`src/rtl/mandel_job_sched.sv`:
```
// Raster job dispatcher for two Mandelbrot cores, with round-robin result write-back.
// Defining MANDEL_SCHED_PERF_EN adds a saturating frame-duration cycle counter.
module mandel_job_sched #(
    parameter int unsigned H_RES   = 640,
    parameter int unsigned V_RES   = 480,
    parameter int unsigned MAX_OUT = 8
) (
    input  logic        iCLK,
    input  logic        iRST_N,
    input  logic        iStart,
    output logic        oBusy,
    output logic        oDone,
    output logic [9:0]  oJob_X,
    output logic [9:0]  oJob_Y,
    output logic [1:0]  oJob_Valid,
    input  logic [1:0]  iJob_Ready,
    input  logic [1:0]  iRes_Valid,
    input  logic [9:0]  iRes_X0,
    input  logic [9:0]  iRes_Y0,
    input  logic [7:0]  iRes_Cnt0,
    input  logic [9:0]  iRes_X1,
    input  logic [9:0]  iRes_Y1,
    input  logic [7:0]  iRes_Cnt1,
    output logic [1:0]  oRes_Ready,
    output logic [18:0] oFB_Addr,
    output logic [7:0]  oFB_Data,
    output logic        oFB_WE,
    output logic [23:0] oFrame_Cycles
);

    localparam int unsigned COORD_W = 10;
    localparam int unsigned CNT_W   = 8;
    localparam int unsigned ADDR_W  = 19;
    localparam int unsigned OUT_W   = 4;

    typedef enum logic [1:0] {
        ST_IDLE  = 2'd0,
        ST_SCAN  = 2'd1,
        ST_DRAIN = 2'd2,
        ST_DONE  = 2'd3
    } state_t;

    state_t state, state_next;

    logic [COORD_W-1:0] x_q, y_q;
    logic [OUT_W-1:0]   outst_q;
    logic               job_ptr_q, res_ptr_q;
    logic               fb_we_q;
    logic [ADDR_W-1:0]  fb_addr_q;
    logic [CNT_W-1:0]   fb_data_q;
    logic               busy_q, done_q;

    logic               job_pending_c, res_open_c;
    logic [1:0]         job_grant_c, res_grant_c;
    logic               job_hs_c, res_hs_c, last_pix_c, frame_start_c;
    logic [COORD_W-1:0] res_x_c, res_y_c;
    logic [CNT_W-1:0]   res_cnt_c;
    logic [ADDR_W-1:0]  res_addr_c;

    // Two-requester round-robin: on contention the pointer picks, otherwise the lone requester wins.
    function automatic logic [1:0] rr_grant(input logic [1:0] req, input logic ptr);
        logic [1:0] g;
        if (req == 2'b11) begin
            g = ptr ? 2'b10 : 2'b01;
        end else begin
            g = req;
        end
        return g;
    endfunction

    always_ff @(posedge iCLK or negedge iRST_N) begin
        if (!iRST_N) begin
            state <= ST_IDLE;
        end else begin
            state <= state_next;
        end
    end

    // Next state plus the combinational job/result handshake signals.
    always_comb begin
        state_next    = state;
        job_pending_c = 1'b0;
        res_open_c    = 1'b0;
        job_grant_c   = rr_grant(iJob_Ready, job_ptr_q);
        res_grant_c   = rr_grant(iRes_Valid, res_ptr_q);
        oJob_Valid    = 2'b00;
        oRes_Ready    = 2'b00;
        frame_start_c = (state == ST_IDLE) && iStart;
        last_pix_c    = (x_q == COORD_W'(H_RES - 1)) && (y_q == COORD_W'(V_RES - 1));

        if (state == ST_SCAN) begin
            job_pending_c = (outst_q < OUT_W'(MAX_OUT));
        end
        if ((state == ST_SCAN) || (state == ST_DRAIN)) begin
            res_open_c = 1'b1;
        end

        if (job_pending_c) begin
            oJob_Valid = job_grant_c;
        end
        if (res_open_c) begin
            oRes_Ready = res_grant_c;
        end
        job_hs_c = |oJob_Valid;
        res_hs_c = |oRes_Ready;

        res_x_c    = oRes_Ready[1] ? iRes_X1   : iRes_X0;
        res_y_c    = oRes_Ready[1] ? iRes_Y1   : iRes_Y0;
        res_cnt_c  = oRes_Ready[1] ? iRes_Cnt1 : iRes_Cnt0;
        res_addr_c = ADDR_W'(res_y_c) * ADDR_W'(H_RES) + ADDR_W'(res_x_c);

        case (state)
            ST_IDLE: begin
                if (iStart) begin
                    state_next = ST_SCAN;
                end
            end
            ST_SCAN: begin
                if (job_hs_c && last_pix_c) begin
                    state_next = ST_DRAIN;
                end
            end
            // Wait until every job has returned and the final write has left the register.
            ST_DRAIN: begin
                if ((outst_q == '0) && !fb_we_q) begin
                    state_next = ST_DONE;
                end
            end
            ST_DONE: begin
                state_next = ST_IDLE;
            end
            default: begin
                state_next = ST_IDLE;
            end
        endcase
    end

    always_ff @(posedge iCLK or negedge iRST_N) begin
        if (!iRST_N) begin
            x_q       <= '0;
            y_q       <= '0;
            outst_q   <= '0;
            job_ptr_q <= 1'b0;
            res_ptr_q <= 1'b0;
            fb_we_q   <= 1'b0;
            fb_addr_q <= '0;
            fb_data_q <= '0;
            busy_q    <= 1'b0;
            done_q    <= 1'b0;
        end else begin
            busy_q  <= (state_next == ST_SCAN) || (state_next == ST_DRAIN);
            done_q  <= (state_next == ST_DONE);
            fb_we_q <= res_hs_c;
            if (res_hs_c) begin
                fb_addr_q <= res_addr_c;
                fb_data_q <= res_cnt_c;
                res_ptr_q <= oRes_Ready[0];
            end

            if (frame_start_c) begin
                x_q     <= '0;
                y_q     <= '0;
                outst_q <= '0;
            end else begin
                if (job_hs_c) begin
                    job_ptr_q <= oJob_Valid[0];
                    if (x_q == COORD_W'(H_RES - 1)) begin
                        x_q <= '0;
                        y_q <= last_pix_c ? '0 : y_q + COORD_W'(1);
                    end else begin
                        x_q <= x_q + COORD_W'(1);
                    end
                end
                // A job and a result in the same cycle cancel out.
                if (job_hs_c && !res_hs_c) begin
                    outst_q <= outst_q + OUT_W'(1);
                end else if (!job_hs_c && res_hs_c) begin
                    outst_q <= outst_q - OUT_W'(1);
                end
            end
        end
    end

    assign oBusy    = busy_q;
    assign oDone    = done_q;
    assign oJob_X   = x_q;
    assign oJob_Y   = y_q;
    assign oFB_WE   = fb_we_q;
    assign oFB_Addr = fb_addr_q;
    assign oFB_Data = fb_data_q;

`ifdef MANDEL_SCHED_PERF_EN
    localparam int unsigned PERF_W = 24;

    logic [PERF_W-1:0] perf_q;

    // Frame duration: cleared on start, counts SCAN/DRAIN cycles, holds until the next start.
    always_ff @(posedge iCLK or negedge iRST_N) begin
        if (!iRST_N) begin
            perf_q <= '0;
        end else if (frame_start_c) begin
            perf_q <= '0;
        end else if (((state == ST_SCAN) || (state == ST_DRAIN)) && (perf_q != '1)) begin
            perf_q <= perf_q + PERF_W'(1);
        end
    end

    assign oFrame_Cycles = perf_q;
`else
    assign oFrame_Cycles = '0;
`endif

endmodule

```
`config.mk`:
```
export PLATFORM = sky130hd
export DESIGN_NAME = mandel_job_sched
export DESIGN_NICKNAME = d
export VERILOG_FILES = /design/src/rtl/mandel_job_sched.sv
export SDC_FILE = /design/constraint.sdc
export NUM_CORES = 1
export LEC_CHECK = 0
export CORE_MARGIN = 1.5
export CORE_UTILIZATION = 45
export DETAILED_ROUTE_END_ITERATION = 8
export PLACE_DENSITY = 0.81
export SYNTH_ARGS = -nofsm -noshare
export SYNTH_HDL_FRONTEND = slang
export SYNTH_SLANG_ARGS = --single-unit
```
`constraint.sdc`:
```
create_clock -name iCLK -period 4.79 [get_ports iCLK]
set_input_delay 0.479 -clock iCLK [delete_from_list [all_inputs] [get_ports iCLK]]
set_output_delay 0.479 -clock iCLK [all_outputs]
set_load 0.01 [all_outputs]
```
==> metrics, run 1 <==
slew at the pin closest to its max-slew limit=0.7785 ns; initial antenna violation count=0; Hold Crit Class=in -> async; Pleak=~2.4 nW; Diodes inserted=0; Worst EP arrival=4.31 ns; Main synth FF type=dfrtp_1; Tcrit/Tclk final=85.17%; H-tree Lvls=3; slew margin rel.=48.07%; Post-Synthesis Cell Area=0.003856 sq mm; routed wire length=9328 um; Core Box Area=0.008258 sq mm; CTS Buffer Depth=2; top cells by area, synth=dfrtp_1 (38%), nand2_1 (7.1%), ha_1 (6.8%); Root Driver=clkbuf_8; worst skew pair latency=~0.33 ns; critical path's slowest cell=fa_1; routing usage on met2=40.20%; half-perimeter wire length after placement=about 7300 um; via count=between 3000 and 4000; Initial Util=46.70%; die height=95.57 um; Seq/Total Area, Yosys=37.64%; grt total ovfl=0; status=complete, no violations; met3 usage=4.545%; die area=0.009134 sq mm; Final Hold Vio Count=0; first-pass GRT wire length=15020 um; Synth-to-Final Area Change=36.53%; Slew Viols, Final=0; CTS Sinks=58; WS Path Type=reg -> reg; routed vias/inst=5.194; placed cell areas=~0.0050 sq mm; area leader, netlist=dfrtp_1; GRT met1 Usage=23.00%; CTS-repair resized insts=0; fin nets=637; Clock transition at path regs=0.07 ns; Final Util=63.76%; most frequent cells in the layout=clkdlybuf4s50_1 (115), nand2_1 (73), dfrtp_1 (58), o21ai_0 (39), nor2_1 (35); most common cell after layout, fill and taps aside=clkdlybuf4s50_1; Design Area, Final=0.005265 sq mm; gr usage total=21.17%; post-route ant nets=0; synthesis warning total=0; Pre-antenna DRT Iters=4; minimum clock period=4.080 ns; RSZ-0062 raised after global routing=false; Final GP Congestion=~0.85; fillers=726; CP endpoint kind=flip-flop; Post-synth ARST share=between 90% and 100%; Power Density=a little over 500 mW/mm^2; CP Max Fanout=24; synthesized flop and latch total=58; Worst EP required=5.02 ns; Peak VDD IR=around 280 uV; Syn Inst Count=between 400 and 500; MaxCap Viol Count=0; vias in the first global route=around 3400; row cnt=33; largest net degree at the start of global routing=59; I/O pins=141; Hold Buf Count CTS=0; Setup TNS Final=0 ns; GRT busiest layer=met2; number of DRC markers in iteration 0=96; Post-synth EDFFs=0; Setup-failing EPs final=0; post-CTS setup buffers=0; DRC=0; worst clock skew=0.008393 ns; wire per inst=14.13 um; startpoint types=flip-flop; cts bufs inserted=9; number of distinct library cells after synthesis=48; Die X=~96 um; Avg Cell Area, Syn=just under 9 sq um; port buffer count=roughly 120; area fraction of the dominant cell type after synthesis=37.64%; layout cell share with drive strength beyond 1=5.766%; CTS tree=done; Fmax=roughly 0.25 GHz; Worst path max stage delay=0.51 ns; critical path, cell by cell=inv_1 > ha_1 > o211ai_1 > buf_4 > mux2i_1 > inv_1 > ha_1 > fa_1 > a211oi_2 > o21bai_1 > a21oi_1 > xor2_1 > nor3_1 > o31ai_1
[flip-flops by register name, indices dropped and copies added (netlist names), 2 cells and up]
register,flops
outst_q,4
state,2
oFB_Data,8
oFB_Addr,19
oJob_Y,10
oJob_X,10
[worst paths after layout]
| kind | from | to | slack (ns) | cells after the start |
|---|---|---|---|---|
| setup / recovery | state[0] | oFB_Addr[17] | 0.71 | 14 |
| hold / removal | iRST_N | oJob_X[0] | 0.28 | 2 |
| setup reg to reg | state[0] | oFB_Addr[17] | 0.71 | 14 |
| hold reg to reg | oFB_Addr[10] | oFB_Addr[10] | 0.48 | 2 |
| max in group asynchronous | iRST_N | oFB_Addr[11] | 4.03 | 2 |
| min in group iCLK | oFB_Addr[10] | oFB_Addr[10] | 0.48 | 2 |
[logic make-up (layout without fill, tap and decap cells)]
kind of cell | count (synthesis) | after routing | share of synthesized area, %
mux | 22 | 22 | 5.711
other cells | 1 | 24 | 0.09725
fa+ha+maj | 24 | 24 | 8.371
flops | 58 | 58 | 37.64
xor+xnor | 38 | 38 | 8.826
simple gates | 153 | 153 | 17.85
compound gates | 87 | 87 | 14.31
buf+inv | 48 | 149 | 7.203
[critical path, delay by kind of cell (launching register included)]
family / cells / cell delay, ns
AO/OA/AOI/OAI: 5 / 1.00
XOR/XNOR: 1 / 0.38
adder cells (fa/ha/maj): 3 / 1.24
buffers and inverters: 3 / 0.49
flip-flops: 1 / 0.36
multiplexers: 1 / 0.40
AND/OR/NAND/NOR: 1 / 0.10
[where the power goes]
group          internal, mW  switching (mW)  leakage, nW
clock network         0.305           0.187        0.109
registers             0.652           0.103        0.749
logic                 0.671           0.747         1.58
total                  1.63            1.04         2.44
[stage by stage]
step | power, mW | std cells | hold slack (ns) | setup WS [ns]
2_1_floorplan | 1.646 | 454 | 0.1834 | 1.192
3_3_place_gp | 2.124 | 644 | 0.4638 | 0.5673
3_5_place_dp | 2.181 | 644 | 0.4700 | 0.3825
4_1_cts | 2.691 | 660 | 0.2982 | 0.7363
5_1_grt | 2.876 | 660 | 0.3460 | 0.3538
6_report | 2.665 | 660 | 0.2805 | 0.7103
[cell usage after synthesis, types with 11 or more instances]
cell	count
o21ai_0	40
buf_4	25
nand2_1	73
xnor2_1	17
a21oi_1	11
mux2i_1	22
xor2_1	20
nor2_1	35
nand3_1	14
inv_1	12
dfrtp_1	58
ha_1	21
[metal layers]
metal	vias to the layer above	part of all wire [%]
met5	-	0
met4	0	0.79
met3	9	4.7
met2	96	56
met1	1652	39
li1	1671	-
[layout make-up]
| cell class | instances | area (sq um) | share of cell area, % |
|---|---|---|---|
| clock buffer | 11 | 141.4 | 2.685 |
| sequential | 58 | 1451 | 27.57 |
| clock inverter | 5 | 77.57 | 1.473 |
| tap | 105 | 131.4 | 2.495 |
| timing repair buffer | 121 | 1194 | 22.67 |
| inverter | 12 | 45.04 | 0.8555 |
| multi-input combinational | 348 | 2225 | 42.25 |
(Power assumes the default switching activity.)
==> run 2, diff against run 1 <==
Settings changed: CORE_UTILIZATION 45 to 50, DONT_BUFFER_PORTS set to 1, PLACE_DENSITY 0.81 to unset.
==> run 2 against run 1 <==
The run now ends with negative hold slack left. Non-clock buffer count is 116 lower. Clock power decreased by 6.1%. Clock skew grew 0.0048 ns. Flip-flop and latch count unchanged. Utilization fell by 8.0 points. Cell area down 22%. Sequential share of layout area rose by 7.8 points.
==> metrics, run 2 (synthesis gave the netlist of run 1 again) <==
status=finished with violations; failing checks=negative hold slack; WS Path Type=reg -> reg; Setup WS pre-CTS=0.7252 ns (+0.3427 ns); Power Density=558.4 mW/mm^2 (+10%); CTS Buffer Depth=2 (unchanged); DRC=0 (unchanged); worst skew pair latency=0.33 ns (about the same); Setup-failing EPs final=0 (unchanged); gr usage total=20.70% (-0.47 points); minimum clock period=3.999 ns (-0.08048 ns); slew margin rel.=51.64% (+3.6 points); cts bufs inserted=9 (unchanged); Initial Util=52.33% (+5.6 points); row cnt=31 (-6.1%); Pleak=1.994 nW (-18%); half-perimeter wire length after placement=6287 um (-14%); via count=2909 (-15%); Worst path max stage delay=0.45 ns (-0.06 ns); Design Area, Final=0.004106 sq mm (-22%); placed cell areas=0.003875 sq mm (-23%); Largest register FFs=19 (unchanged); Root Driver=clkbuf_8; Die X=90.82 um (-5.0%); critical path, cell by cell=inv_1 > ha_1 > o211ai_1 > inv_1 > nand2_1 > nand2_1 > ha_1 > ha_1 > fa_1 > a211oi_2 > o21bai_1 > a21oi_1 > xor2_1 > nor3_1 > o31ai_1; number of DRC markers in iteration 0=99 (+3.1%); CP Max Fanout=9 (-63%); FF-to-FF path depth=15 (+1); Synth-to-Final Area Change=6.489%; slew at the pin closest to its max-slew limit=0.7222 ns (-0.05633 ns); Worst EP required=5.02 ns (about the same); startpoint types=flip-flop; post-CTS setup buffers=0 (unchanged); Slew Viols, Final=0 (unchanged); routed wire length=8294 um (-11%); Setup TNS Final=0 ns (unchanged); Tot Pwr=2.293 mW (-14%); H-tree Lvls=3 (unchanged); die height=90.82 um (-5.0%); Core Box Area=0.007370 sq mm (-11%); I/O pins=141 (unchanged); CTS tree=done; Final Util=55.72% (-8.0 points); Clock transition at path regs=0.08 ns (about the same); Worst Slack Setup Final=0.7908 ns (+0.08048 ns); Hold WS=-0.01304 ns (-0.2935 ns); MaxCap Viol Count=0 (unchanged); critical path's slowest cell=fa_1; RSZ-0062 raised after global routing=false; largest net degree at the start of global routing=59 (unchanged); grt total ovfl=0 (unchanged); Tcrit/Tclk final=83.49% (-1.7 points); Worst EP arrival=4.23 ns (-0.08 ns); initial antenna violation count=0 (unchanged); Final Hold Vio Count=6 (+6); placed cell count=521 (-19%); Hold Buf Count CTS=1 (+1); flop-to-flop setup slack=0.79 ns (+0.08 ns); Pre-antenna DRT Iters=4 (unchanged); wire per inst=15.42 um (+9.1%); CTS-repair resized insts=0 (unchanged); fin nets=521 (-18%); Fmax=0.2500 GHz (+2.0%); CTS Sinks=58 (unchanged); CP endpoint kind=flip-flop; non-filler instance count after layout=538 (-18%); fillers=721 (-0.69%); layout cell share with drive strength beyond 1=7.289% (+1.5 points); most frequent CP cell=ha_1; Final GP Congestion=0.7804 (-8.7%); worst clock skew=0.01319 ns (+0.004798 ns); most common cell after layout, fill and taps aside=nand2_1; vias in the first global route=2757 (-18%); Hold Crit Class=in -> async; routed vias/inst=5.407 (+4.1%); most frequent cells in the layout=nand2_1 (73), dfrtp_1 (58), o21ai_0 (39), nor2_1 (35), conb_1 (24); die area=0.008248 sq mm (-9.7%); Diodes inserted=0 (unchanged); first-pass GRT wire length=13570 um (-9.6%); port buffer count=0 (-100%); post-route ant nets=0 (unchanged); Peak VDD IR=242.3 uV (-13%)
==> run 2: changes by cell type in the layout (fill, tap and decap cells not counted), sizes merged <==
cell / change
buf: -1
clkbuf: -1
bufinv: -1
clkdlybuf4s50: -115
clkinvlp: +2
==> run 2: metal layers <==
metal | GRT usage (%) | vias up | part of all wire (%)
met4 | 8.594 | 0 | 1.5
met2 | 31.14 | 139 | 45
met3 | 5.135 | 10 | 8.8
li1 | - | 1435 | -
met5 | 0 | - | 0
met1 | 28.37 | 1325 | 45
==> run 2: layout make-up <==
class / instances / area [sq um] / area share (%)
Multi-Input combinational cell: 348 / 2225 / 54.17
Sequential cell: 58 / 1451 / 35.34
Clock buffer: 10 / 137.6 / 3.352
Tap cell: 99 / 123.9 / 3.016
Clock inverter: 6 / 66.31 / 1.615
Timing Repair Buffer: 5 / 57.56 / 1.402
Inverter: 12 / 45.04 / 1.097
==> run 2: path summary, 6_finish.rpt <==
check,startpoint,end
max,state[1],oFB_Addr[17]
min,iRST_N,oJob_Y[0]
max reg2reg,state[1],oFB_Addr[17]
min reg2reg,res_ptr_q,res_ptr_q
max in group asynchronous,iRST_N,oFB_Data[3]
min in group iCLK,iRes_X1[3],oFB_Addr[3]
==> run 2: worst max-delay path: cells and delay by family (launching register included) <==
family / cells / cell delay (ns)
and+or+nand+nor: 3 / 0.34
DFF: 1 / 0.39
adders and majority gates: 4 / 1.17
xor gates and xnor gates: 1 / 0.38
AOI/OAI and AO/OA: 5 / 1.16
buffers and inverters: 2 / 0.44
==> run 2: report_power, final <==
part	switching (mW)	internal, mW	leakage (nW)	total [mW]
combinational	0.587	0.406	1.15	0.993
sequential	0.186	0.652	0.749	0.838
clock	0.208	0.254	0.0945	0.462
total	0.981	1.31	1.99	2.29
==> run 3, diff against run 2 <==
Clock period 4.79 ns to 4.18 ns, I/O delays scaled along.
==> run 3 against run 2 <==
The flow now finishes without violations. Highest routed layer unchanged. Final cell count up 0.19%. Worst hold slack better by 0.31 ns. Global-route usage down 0.23 points. Clock skew down 0.0044 ns. Critical path type unchanged. Non-clock buffer count up 1. Clock-buffer cell count up 1. Largest power group unchanged. Worst setup slack worse by 0.47 ns. Critical path depth down 2. Utilization up 0.29 points. Total power up 14%. Sequential share of layout area down 0.18 points. Die area unchanged.
==> metrics, run 3 (synthesis gave the netlist of run 1 again) <==
I/O pins=141 (unchanged); Final GP Congestion=0.7948 (+1.8%); port buffer count=0 (unchanged); half-perimeter wire length after placement=6228 um (-0.94%); MaxCap Viol Count=0 (unchanged); Core Box Area=0.007370 sq mm (unchanged); CTS Buffer Depth=2 (unchanged); CP Max Fanout=5 (-4); die height=90.82 um (unchanged); Pre-antenna DRT Iters=4 (unchanged); Worst EP required=4.41 ns (-0.61 ns); FF-to-FF path depth=13 (-2); die area=0.008248 sq mm (unchanged); Largest register FFs=19 (unchanged); Worst EP arrival=4.09 ns (-0.14 ns); Hold Crit Class=in -> reg; Hold Path Cell Cnt=2; Setup TNS Final=0 ns (unchanged); WS Path Type=reg -> reg; fin nets=522 (+0.19%); Final Hold Vio Count=0 (-6); layout cell share with drive strength beyond 1=7.727% (+0.44 points); DRC=0 (unchanged); Peak VDD IR=308.1 uV (+27%); routed wire length=8208 um (-1.0%); first-pass GRT wire length=13470 um (-0.77%); CP endpoint kind=flip-flop; flop-to-flop setup slack=0.32 ns (-0.47 ns); CTS Sinks=58 (unchanged); RR Startpoint=state[0]; Synth-to-Final Area Change=7.041%; Initial Util=52.33% (unchanged); Diodes inserted=0 (unchanged); worst skew pair latency=0.33 ns (about the same); number of DRC markers in iteration 0=78 (-21%); Setup-failing EPs final=0 (unchanged); wire per inst=15.23 um (-1.2%); post-CTS setup buffers=0 (unchanged); Fmax=0.2591 GHz (+3.6%); Pleak=1.994 nW (about the same); row cnt=31 (unchanged); Clock transition at path regs=0.07 ns (about the same); Hold EP=oFB_Addr[3]; H-tree Lvls=3 (unchanged); startpoint types=flip-flop; CTS tree=done; slew at the pin closest to its max-slew limit=0.6948 ns (-0.02743 ns); Tot Pwr=2.617 mW (+14%); Slew Viols, Final=0 (unchanged); most frequent cells in the layout=nand2_1 (73), dfrtp_1 (58), o21ai_0 (39), nor2_1 (35), conb_1 (24); cts bufs inserted=9 (unchanged); routed vias/inst=5.404 (about the same); Tcrit/Tclk final=92.32% (+8.8 points); most common cell after layout, fill and taps aside=nand2_1; worst clock skew=0.008780 ns (-0.004411 ns); minimum clock period=3.859 ns (-0.1401 ns); slew margin rel.=53.40% (+1.8 points); gr usage total=20.47% (-0.23 points); critical hold path startpoint=iRes_X1[3]; grt total ovfl=0 (unchanged); via count=2913 (+0.14%); Power Density=633.9 mW/mm^2 (+14%); Root Driver=clkbuf_8; status=complete, no violations; initial antenna violation count=0 (unchanged); terminus of the critical flop-to-flop path=oFB_Addr[18]; RSZ-0062 raised after global routing=false; vias in the first global route=2796 (+1.4%); post-route ant nets=0 (unchanged); Die X=90.82 um (unchanged); largest net degree at the start of global routing=59 (unchanged)
[run 3: timing repair]
action | CTS | global route
hold buffers | 2 | 0
endpoints found under the setup margin | 0 | 4
resized for setup | 0 | 6
endpoints found under the hold margin | 58 | 0
[run 3: worst max path at each step]
stage              from      endpoint  slack (ns)  depth (start not counted)
2_1_floorplan  state[1]  oFB_Addr[18]        0.58                         14
3_3_place_gp   state[0]  oFB_Addr[17]        0.41                         14
3_5_place_dp   state[0]  oFB_Addr[17]        0.23                         14
4_1_cts        state[0]  oFB_Addr[17]        0.20                         14
5_1_grt        state[1]  oFB_Addr[17]       0.007                         13
6_report       state[0]  oFB_Addr[18]        0.32                         13
[run 3: where the power goes]
group	internal (mW)	switching, mW	total [mW]
logic	0.476	0.688	1.16
registers	0.747	0.211	0.958
clock network	0.274	0.221	0.494
[run 3: final cells by class]
type / instances / area, sq um
sequential: 58 / 1451
timing repair buffer: 6 / 71.32
tap: 99 / 123.9
clock inverter: 5 / 55.05
inverter: 12 / 45.04
fill: 690 / 3242
clock buffer: 11 / 131.4
multi-input combinational: 348 / 2250
[run 3: layer usage]
metal	GRT usage (%)	part of all wire [%]	wire [um]
met2	31.39	45	3656
met5	0	0	0
met3	6.734	9.1	743
met4	6.641	0.80	66
met1	27.22	46	3742
[run 3: per-stage QoR]
stage	hold WS (ns)	setup WS, ns	cells	cell area [sq um]	utilization [%]
3_3_place_gp	0.1236	0.4118	521	3875	52.58
6_report	0.2960	0.3209	539	4128	56.01
5_1_grt	0.2908	0.006922	539	4128	56.01
2_1_floorplan	0.1224	0.5820	454	3943	-
3_5_place_dp	0.1239	0.2275	521	3875	52.58
4_1_cts	0.2789	0.1980	539	4099	55.62
[run 3: worst max-delay path, cell delays in order, from the launching register on]
cell	delay, ns
dfrtp_1	0.35
inv_1	0.08
ha_1	0.36
o211ai_1	0.29
mux2i_1	0.51
xor2_1	0.14
ha_1	0.27
fa_1	0.47
a211oi_4	0.32
nor2_1	0.11
nor2_1	0.22
nand3_2	0.15
o31a_1	0.30
o31ai_1	0.21
